`config.mk`:
```
export PLATFORM = sky130hd
export DESIGN_NAME = hazard_scoreboard_flat
export DESIGN_NICKNAME = d
export VERILOG_FILES = /design/src/rtl/hazard_scoreboard_if.sv /design/src/rtl/hazard_scoreboard.sv /design/src/flat_wrapper.sv
export SDC_FILE = /design/constraint.sdc
export NUM_CORES = 1
export LEC_CHECK = 0
export CAP_MARGIN = 20
export CORE_MARGIN = 2
export CORE_UTILIZATION = 31
export CTS_CLUSTER_DIAMETER = 30
export DETAILED_ROUTE_END_ITERATION = 8
export PLACE_DENSITY = 0.59
export REMOVE_ABC_BUFFERS = 1
export SLEW_MARGIN = 15
export SYNTH_ARGS = -nofsm -noshare
export SYNTH_HDL_FRONTEND = slang
export SYNTH_SLANG_ARGS = --single-unit
```
`constraint.sdc`:
```
create_clock -name i_clk -period 2.93 [get_ports i_clk]
set_input_delay 0.7325 -clock i_clk [delete_from_list [all_inputs] [get_ports i_clk]]
set_output_delay 0.7325 -clock i_clk [all_outputs]
set_load 0.005 [all_outputs]
```
`src/rtl/hazard_scoreboard_if.sv`:
```
// Decode-side handshake bundle for the hazard scoreboard: issue info and
// source operands in, stall/forward/statistics out.
interface hazard_scoreboard_if #(
    parameter int REG_ADDR = 5,
    parameter int NUM_SRC  = 2,
    parameter int DEPTH    = 3,
    parameter int CNT_W    = 32
);
    localparam int SEL_W = $clog2(DEPTH + 1);

    logic                        i_issue_valid;
    logic [REG_ADDR-1:0]         i_issue_rd;
    logic                        i_issue_regwrite;
    logic                        i_issue_mem2reg;
    logic [NUM_SRC*REG_ADDR-1:0] i_src_addr;
    logic [NUM_SRC-1:0]          i_src_used;
    logic                        i_flush;
    logic                        o_stall_d;
    logic [NUM_SRC*SEL_W-1:0]    o_fwd_sel;
    logic [CNT_W-1:0]            o_stall_cnt;

    modport slave (
        input  i_issue_valid, i_issue_rd, i_issue_regwrite, i_issue_mem2reg,
        input  i_src_addr, i_src_used, i_flush,
        output o_stall_d, o_fwd_sel, o_stall_cnt
    );

    modport master (
        output i_issue_valid, i_issue_rd, i_issue_regwrite, i_issue_mem2reg,
        output i_src_addr, i_src_used, i_flush,
        input  o_stall_d, o_fwd_sel, o_stall_cnt
    );
endinterface

```
`src/rtl/hazard_scoreboard.sv`:
```
// Hazard/forwarding unit: shift scoreboard of in-flight register writes,
// per-source forwarding selects, decode stall and a saturating stall counter.
module hazard_scoreboard #(
    parameter int REG_ADDR   = 5,
    parameter int NUM_SRC    = 2,
    parameter int DEPTH      = 3,
    parameter int ALU_READY  = 1,
    parameter int LOAD_READY = 2,
    parameter int FWD_EN     = 1,
    parameter int CNT_W      = 32
) (
    input logic            i_clk,
    input logic            i_reset,
    hazard_scoreboard_if.slave bus
);
    localparam int SEL_W = $clog2(DEPTH + 1);
    // Writeback entry writes the regfile through, so it never needs a stall.
    localparam logic [DEPTH-1:0] LAST_BIT = DEPTH'(1) << (DEPTH - 1);

    logic [DEPTH-1:0]         r_vld;
    logic [DEPTH-1:0]         r_ld;
    logic [REG_ADDR-1:0]      r_rd [DEPTH];
    logic [CNT_W-1:0]         r_cnt;

    logic [REG_ADDR-1:0]      w_src   [NUM_SRC];
    logic [DEPTH-1:0]         w_match [NUM_SRC];
    logic [DEPTH-1:0]         w_young [NUM_SRC];
    logic [DEPTH-1:0]         w_rdy;
    logic [NUM_SRC-1:0]       w_need;
    logic [NUM_SRC*SEL_W-1:0] w_fwd;
    logic                     w_stall;

    // Per-entry result availability and per-source match vectors
    always_comb begin
        for (int k = 0; k < DEPTH; k++) begin
            w_rdy[k] = r_ld[k] ? (k >= LOAD_READY) : (k >= ALU_READY);
        end
        for (int i = 0; i < NUM_SRC; i++) begin
            w_src[i]   = bus.i_src_addr[i*REG_ADDR +: REG_ADDR];
            w_match[i] = '0;
            for (int k = 0; k < DEPTH; k++) begin
                w_match[i][k] = bus.i_src_used[i] && (w_src[i] != '0) &&
                                r_vld[k] && (r_rd[k] == w_src[i]);
            end
        end
    end

    // Youngest-match selection, forwarding select and stall decision
    always_comb begin
        w_fwd  = '0;
        w_need = '0;
        for (int i = 0; i < NUM_SRC; i++) begin
            // Lowest set bit is the youngest producer.
            w_young[i] = w_match[i] & ~(w_match[i] - DEPTH'(1));
            if (FWD_EN != 0) begin
                w_need[i] = |(w_young[i] & ~w_rdy);
                for (int k = 0; k < DEPTH; k++) begin
                    w_fwd[i*SEL_W +: SEL_W] = w_fwd[i*SEL_W +: SEL_W] |
                        ((w_young[i][k] & w_rdy[k]) ? SEL_W'(k + 1) : SEL_W'(0));
                end
            end else begin
                w_need[i] = |(w_match[i] & ~LAST_BIT);
            end
        end
        w_stall = bus.i_issue_valid & ~bus.i_flush & (|w_need);
    end

    // Scoreboard shift; stall or flush loads a bubble into execute
    always_ff @(posedge i_clk) begin
        if (i_reset) begin
            r_vld <= '0;
            r_ld  <= '0;
            for (int k = 0; k < DEPTH; k++) begin
                r_rd[k] <= '0;
            end
        end else begin
            r_vld[0] <= bus.i_issue_valid & bus.i_issue_regwrite & ~w_stall & ~bus.i_flush;
            r_rd[0]  <= bus.i_issue_rd;
            r_ld[0]  <= bus.i_issue_mem2reg;
            for (int k = 1; k < DEPTH; k++) begin
                r_vld[k] <= r_vld[k-1];
                r_rd[k]  <= r_rd[k-1];
                r_ld[k]  <= r_ld[k-1];
            end
        end
    end

    // Saturating count of stalled decode cycles
    always_ff @(posedge i_clk) begin
        if (i_reset) begin
            r_cnt <= '0;
        end else if (w_stall && (r_cnt != '1)) begin
            r_cnt <= r_cnt + CNT_W'(1);
        end else begin
            r_cnt <= r_cnt;
        end
    end

    assign bus.o_stall_d   = w_stall;
    assign bus.o_fwd_sel   = w_fwd;
    assign bus.o_stall_cnt = r_cnt;
endmodule

```
`src/flat_wrapper.sv`:
```
// flat-port wrapper written by rule: the top's interface ports become plain ports
module hazard_scoreboard_flat 
#(
    parameter int REG_ADDR   = 5,
    parameter int NUM_SRC    = 2,
    parameter int DEPTH      = 3,
    parameter int ALU_READY  = 1,
    parameter int LOAD_READY = 2,
    parameter int FWD_EN     = 1,
    parameter int CNT_W      = 32
)
  (i_clk, i_reset, bus_i_issue_valid, bus_i_issue_rd, bus_i_issue_regwrite, bus_i_issue_mem2reg, bus_i_src_addr, bus_i_src_used, bus_i_flush, bus_o_stall_d, bus_o_fwd_sel, bus_o_stall_cnt);
  hazard_scoreboard_if #(.REG_ADDR(REG_ADDR), .NUM_SRC(NUM_SRC), .DEPTH(DEPTH), .CNT_W(CNT_W)) bus_i ();
  input logic i_clk;
  input logic i_reset;
  input wire logic [$bits(bus_i.i_issue_valid)-1:0] bus_i_issue_valid;
  input wire logic [$bits(bus_i.i_issue_rd)-1:0] bus_i_issue_rd;
  input wire logic [$bits(bus_i.i_issue_regwrite)-1:0] bus_i_issue_regwrite;
  input wire logic [$bits(bus_i.i_issue_mem2reg)-1:0] bus_i_issue_mem2reg;
  input wire logic [$bits(bus_i.i_src_addr)-1:0] bus_i_src_addr;
  input wire logic [$bits(bus_i.i_src_used)-1:0] bus_i_src_used;
  input wire logic [$bits(bus_i.i_flush)-1:0] bus_i_flush;
  output wire logic [$bits(bus_i.o_stall_d)-1:0] bus_o_stall_d;
  output wire logic [$bits(bus_i.o_fwd_sel)-1:0] bus_o_fwd_sel;
  output wire logic [$bits(bus_i.o_stall_cnt)-1:0] bus_o_stall_cnt;
  assign bus_i.i_issue_valid = bus_i_issue_valid;
  assign bus_i.i_issue_rd = bus_i_issue_rd;
  assign bus_i.i_issue_regwrite = bus_i_issue_regwrite;
  assign bus_i.i_issue_mem2reg = bus_i_issue_mem2reg;
  assign bus_i.i_src_addr = bus_i_src_addr;
  assign bus_i.i_src_used = bus_i_src_used;
  assign bus_i.i_flush = bus_i_flush;
  assign bus_o_stall_d = bus_i.o_stall_d;
  assign bus_o_fwd_sel = bus_i.o_fwd_sel;
  assign bus_o_stall_cnt = bus_i.o_stall_cnt;
  hazard_scoreboard #(.REG_ADDR(REG_ADDR), .NUM_SRC(NUM_SRC), .DEPTH(DEPTH), .ALU_READY(ALU_READY), .LOAD_READY(LOAD_READY), .FWD_EN(FWD_EN), .CNT_W(CNT_W)) u_core (.i_clk(i_clk), .i_reset(i_reset), .bus(bus_i));
endmodule
```
==> After elaboration in Yosys (flattened, before gate mapping) <==
Memories as Yosys holds them, arrays and structs flattened.
Cells that the tools add are included.
{ "word_totals": {"reg_bits": 37, "ram_bits": 15, "inputBits": 23, "out_inout_bits": 37, "wordCells": 64, "n_memories": 1} }
{ "mem_list": {"columns": ["memory", "words", "width", "read_ports", "rd_clocked_by_memory_dff", "write_ports", "line_no", "text"], "rows": [
  ["u_core.r_rd", 3, 5, 3, 0, 3, "hazard_scoreboard.sv:22", "logic [REG_ADDR-1:0] r_rd [DEPTH];"]
]} }
{ "classes": {"n_addsub": 3, "n_eq_ne": 7, "mux": 11, "bitwise": 21, "n_reduce_logical": 18} }
{ "op_table": {"columns": ["cell", "count"], "rows": [
  ["$add A32 B1 Y32 const B", 1],
  ["$ne A32 B32 Y1 const B", 1],
  ["$eq A5 B5 Y1", 6],
  ["$logic_and A1 B1 Y1", 15],
  ["$mux W5", 3],
  ["$and A3 B3 Y3", 4],
  ["$reduce_bool A5 Y1", 2],
  ["$not A3 Y3", 3],
  ["$mux W2", 4],
  ["$and A1 B1 Y1", 7],
  ["$reduce_or A6 Y1", 1],
  ["$sub A3 B1 Y3 const B", 2],
  ["$mux W1", 4],
  ["$or A2 B2 Y2", 2],
  ["$or A1 B1 Y1", 3],
  ["$not A1 Y1", 2]
]} }

==> Depth between registers and ports, before layout <==
{ "logic_depth": {"ltp_word": 13, "ltp_mapped": 9, "ltp_nobuf": 8} }

==> Worst setup path before layout <==
OpenSTA, ideal clock, no wires.
{ "synth_path": {"path_kind": "input to output", "start": "in bus_i_src_addr[0]", "end": "out bus_o_fwd_sel[1]", "arrival_time_ns": 2.118, "required_ns": 2.197, "slack_ns": 0.080, "path_stages": 6, "path_buffers": 0, "cell_sequence": "or4_1 o21ai_2 nor3_2 or3_1 a21boi_0 nor2_1"} }
{ "synth_via": {"elab_chain_len": 10, "word_cells_on_any_way": 18, "classes_between": "add/sub (1); eq/ne (3); mux (2); bitwise (4); reduce/logical (8)"} }
{ "synth_lines": {"columns": ["element", "line_no", "text"], "rows": [
  ["start: declaration", "flat_wrapper.sv:20", "input wire logic [$bits(bus_i.i_src_addr)-1:0] bus_i_src_addr;"],
  ["$reduce_bool A5 Y1", "hazard_scoreboard.sv:42", "w_match[i][k] = bus.i_src_used[i] && (w_src[i] != '0) &&"],
  ["$logic_and A1 B1 Y1 (2 in a row)", "hazard_scoreboard.sv:42", null],
  ["$logic_and A1 B1 Y1", "hazard_scoreboard.sv:43", "r_vld[k] && (r_rd[k] == w_src[i]);"],
  ["$sub A3 B1 Y3", "hazard_scoreboard.sv:54", "w_young[i] = w_match[i] & ~(w_match[i] - DEPTH'(1));"],
  ["$not A3 Y3", "hazard_scoreboard.sv:54", null],
  ["$and A3 B3 Y3 (*)", "hazard_scoreboard.sv:54", null],
  ["$and A1 B1 Y1", "hazard_scoreboard.sv:59", "((w_young[i][k] & w_rdy[k]) ? SEL_W'(k + 1) : SEL_W'(0));"],
  ["$mux W2", "hazard_scoreboard.sv:59", null],
  ["$or A2 B2 Y2 (*)", "hazard_scoreboard.sv:58", "w_fwd[i*SEL_W +: SEL_W] = w_fwd[i*SEL_W +: SEL_W] |"],
  ["end: declaration", "flat_wrapper.sv:24", "output wire logic [$bits(bus_i.o_fwd_sel)-1:0] bus_o_fwd_sel;"]
]} }
Mark *: on every way between the ends. The rest lies on a longest branch, timed or not.

==> Worst setup path in the final report <==
Ends and elaborated chain as after synthesis.

==> results.sh <==
export IMPL_io_buffers=59
export IMPL_ir_drop_uv=232
export IMPL_skew_ps=7.93
export IMPL_yosys_register_bits=52
export IMPL_yosys_warnings=0
export IMPL_p_clk_frac=0.369
export IMPL_synth_area_top_cells="dfxtp_1 39%, xnor2_1 8.6%, nor2b_1 5.2%"
export IMPL_drt_vias_per_instance=5.07
export IMPL_cts_htree_levels=2
export IMPL_relSlewSlack=0.661
export IMPL_cp_required_ps=2200
export IMPL_syn2layout_area_growth_pct=37.5
export IMPL_via_count=2485
export IMPL_final_common_cell="dfxtp_1"
export IMPL_top_level_ports=60
export IMPL_chipWidth_um=96.5
export IMPL_dp_cells=476
export IMPL_power_leakage_nw=1.23
export IMPL_rsz0062_at_grt="true"
export IMPL_antenna_cells=0
export IMPL_final_cell_area_mm2=0.00365
export IMPL_grt_pass1_vias=2335
export IMPL_p_seq_frac=0.540
export IMPL_grt_usage=0.148
export IMPL_grt_start_max_net_pins=42
export IMPL_grt_first_pass_wirelength_um=10800
export IMPL_worst_pin_slew_ps=508
export IMPL_failed_checks="setup timing"
export IMPL_cts_tree="yes"
export IMPL_multiInputGateArea_mm2=0.00158
export IMPL_crit_type="input pin to primary output"
export IMPL_clk_latency_ps=310
export IMPL_worstSetupStartpointType="input pin"
export IMPL_start_util=0.321
export IMPL_worst_slack_ps=-96.6
export IMPL_antenna_found_initial=0
export IMPL_cts_hold_buf=0
export IMPL_fillers=857
export IMPL_swShare=0.228
export IMPL_postLayoutCoreUtil=0.442
export IMPL_synthFlopType="dfxtp_1"
export IMPL_synth_avg_cell_area_um2=8.76
export IMPL_core_mm2=0.00826
export IMPL_grt_overflow=0
export IMPL_rows=33
export IMPL_p_sw_mw=0.306
export IMPL_cp_end_kind="primary output"
export IMPL_place_area_mm2=0.00347
export IMPL_cts_clk_slew_worst_paths_ps=100
export IMPL_dr_pass1_iters=4
export IMPL_cts_inserted_buffers=5
export IMPL_instances_no_fill=490
export IMPL_gp_congestion=0.935
export IMPL_yosysUniqueCellTypes=38
export IMPL_fin_crit_ps=3030
export IMPL_cts_root_buf="clkbuf_8"
export IMPL_cp_max_fo=2
export IMPL_drt_total_wl_um=6780
export IMPL_layout_drive_gt1_share=0.179
export IMPL_holdCritPathClass="flip-flop to flip-flop"
export IMPL_dieArea_mm2=0.00932
export IMPL_power_density_mw_per_mm2=369
export IMPL_hpwlAfterDp_um=4900
export IMPL_drtIter0Drc=61
export IMPL_finalSetupViolCount=2
export IMPL_die_h_um=96.5
export IMPL_seqCellArea_mm2=0.00104
export IMPL_cap_violations=0
export IMPL_tns_ps=-187
export IMPL_synth_area_mm2=0.00265
export IMPL_synth_top_area_share=0.392
export IMPL_p_int_mw=1.04
export IMPL_clkSinkCount=52
export IMPL_synthArstFlopShare=0
export IMPL_synth_edf_count=0
export IMPL_nNetsFinal=408
export IMPL_p_comb_frac=0.091
export IMPL_syn_inst=303
export IMPL_status="finished with violations"
export IMPL_synth_largest_area_cell="dfxtp_1"
export IMPL_final_hold_violation_count=0
export IMPL_ys_seq_area_frac=0.392
export IMPL_min_period_over_period=1.03
export IMPL_cts_path_max_buffers=2
export IMPL_ant_nets=0
export IMPL_drc_errors=0
export IMPL_drv_slew=0
export IMPL_cp_arrival_ps=2290
export IMPL_final_cell_mix="52 x dfxtp_1, 43 x clkdlybuf4s50_1, 26 x xnor2_1, 25 x a21oi_1, 25 x buf_4"
export IMPL_routedWlPerCell_um=13.8
export IMPL_max_freq_ghz=0.330
-- worst paths after layout --
check,start,to,slack [ps],depth (start not counted)
hold / removal,u_core.r_ld[0],u_core.r_ld[1],470,1
setup / recovery,bus_i_src_addr[0],bus_o_fwd_sel[1],-100,8
hold reg to reg,u_core.r_ld[0],u_core.r_ld[1],470,1
setup reg to reg,u_core.bus.o_stall_cnt[0],u_core.bus.o_stall_cnt[28],390,8
-- through the flow --
step / power, mW / hold WS [ps] / setup slack, ps
3_5_place_dp: 0.858 / 461 / -919
4_1_cts: 1.36 / 475 / -132
3_3_place_gp: 0.857 / 429 / -865
6_report: 1.34 / 466 / -96.6
5_1_grt: 1.40 / 487 / -147
2_1_floorplan: 0.785 / 414 / 79.5
-- cell type report --
cell class | count | area share
multi-input combinational | 233 | 0.432
sequential | 52 | 0.285
timing repair buffer | 86 | 0.210
tap | 105 | 0.0360
clock buffer | 5 | 0.0189
clock inverter | 3 | 0.0117
inverter | 6 | 0.00617
-- critical path, cell delays in order --
cell and delay [ps]:
buf_6 90, or4_4 540, o21ai_4 150, nor3_2 60, or3_1 370, a21boi_2 170
nor2_1 70, buf_2 110
-- power groups by stage --
stage / Clock [mW] / Sequential [mW] / Combinational [mW]
after detailed placement: 0 / 0.743 / 0.115
after CTS: 0.513 / 0.727 / 0.119
after floorplan: 0 / 0.741 / 0.0449
final: 0.496 / 0.726 / 0.123
after global routing: 0.542 / 0.728 / 0.133
after global placement: 0 / 0.743 / 0.114
-- cell usage after synthesis (2+ instances only) --
cell      instances
dfxtp_1          52
a21oi_1          26
xnor2_1          26
nor2b_1          22
or3_1            20
nand2_1          18
o21ai_0          16
nor2_1           13
nand3_1          12
nand4_1          12
or4_1             9
xor2_1            9
clkbuf_1          8
and3_1            7
o31ai_1           7
and4_1            6
inv_1             6
buf_6             4
nor3_2            4
o21ai_2           3
a211oi_1          2
a21boi_0          2
nand2b_1          2
nor3_1            2
nor4_1            2
-- cells by family (layout without fill, tap and decap cells) --
group           after synthesis  after routing  synth area share
fa+ha+maj                     1              1           0.00471
mux                           2              2           0.00801
flops                        52             52             0.392
xor+xnor                     35             35             0.116
buf+inv                      18            100            0.0368
simple gates                132            132             0.292
compound gates               63             63             0.151
-- state kept, by name, indices dropped and copies added, names as in the netlist --
register / count
u_core.r_rd: 15
u_core.bus.o_stall_cnt: 32
u_core.r_ld: 2
u_core.r_vld: 3
-- timing repair --
action                                  in CTS  in global routing
setup buffers                                3                  3
endpoints found under the setup margin      27                 10
resized for setup                           66                 11
pin swaps                                   14                 15
-- routing by layer --
metal  wire length (um)  GRT usage
met5                  0          0
met1               3290      0.190
met3                345     0.0411
met2               3080      0.245
met4                 61     0.0376
Power figures use the tool's default switching activity.
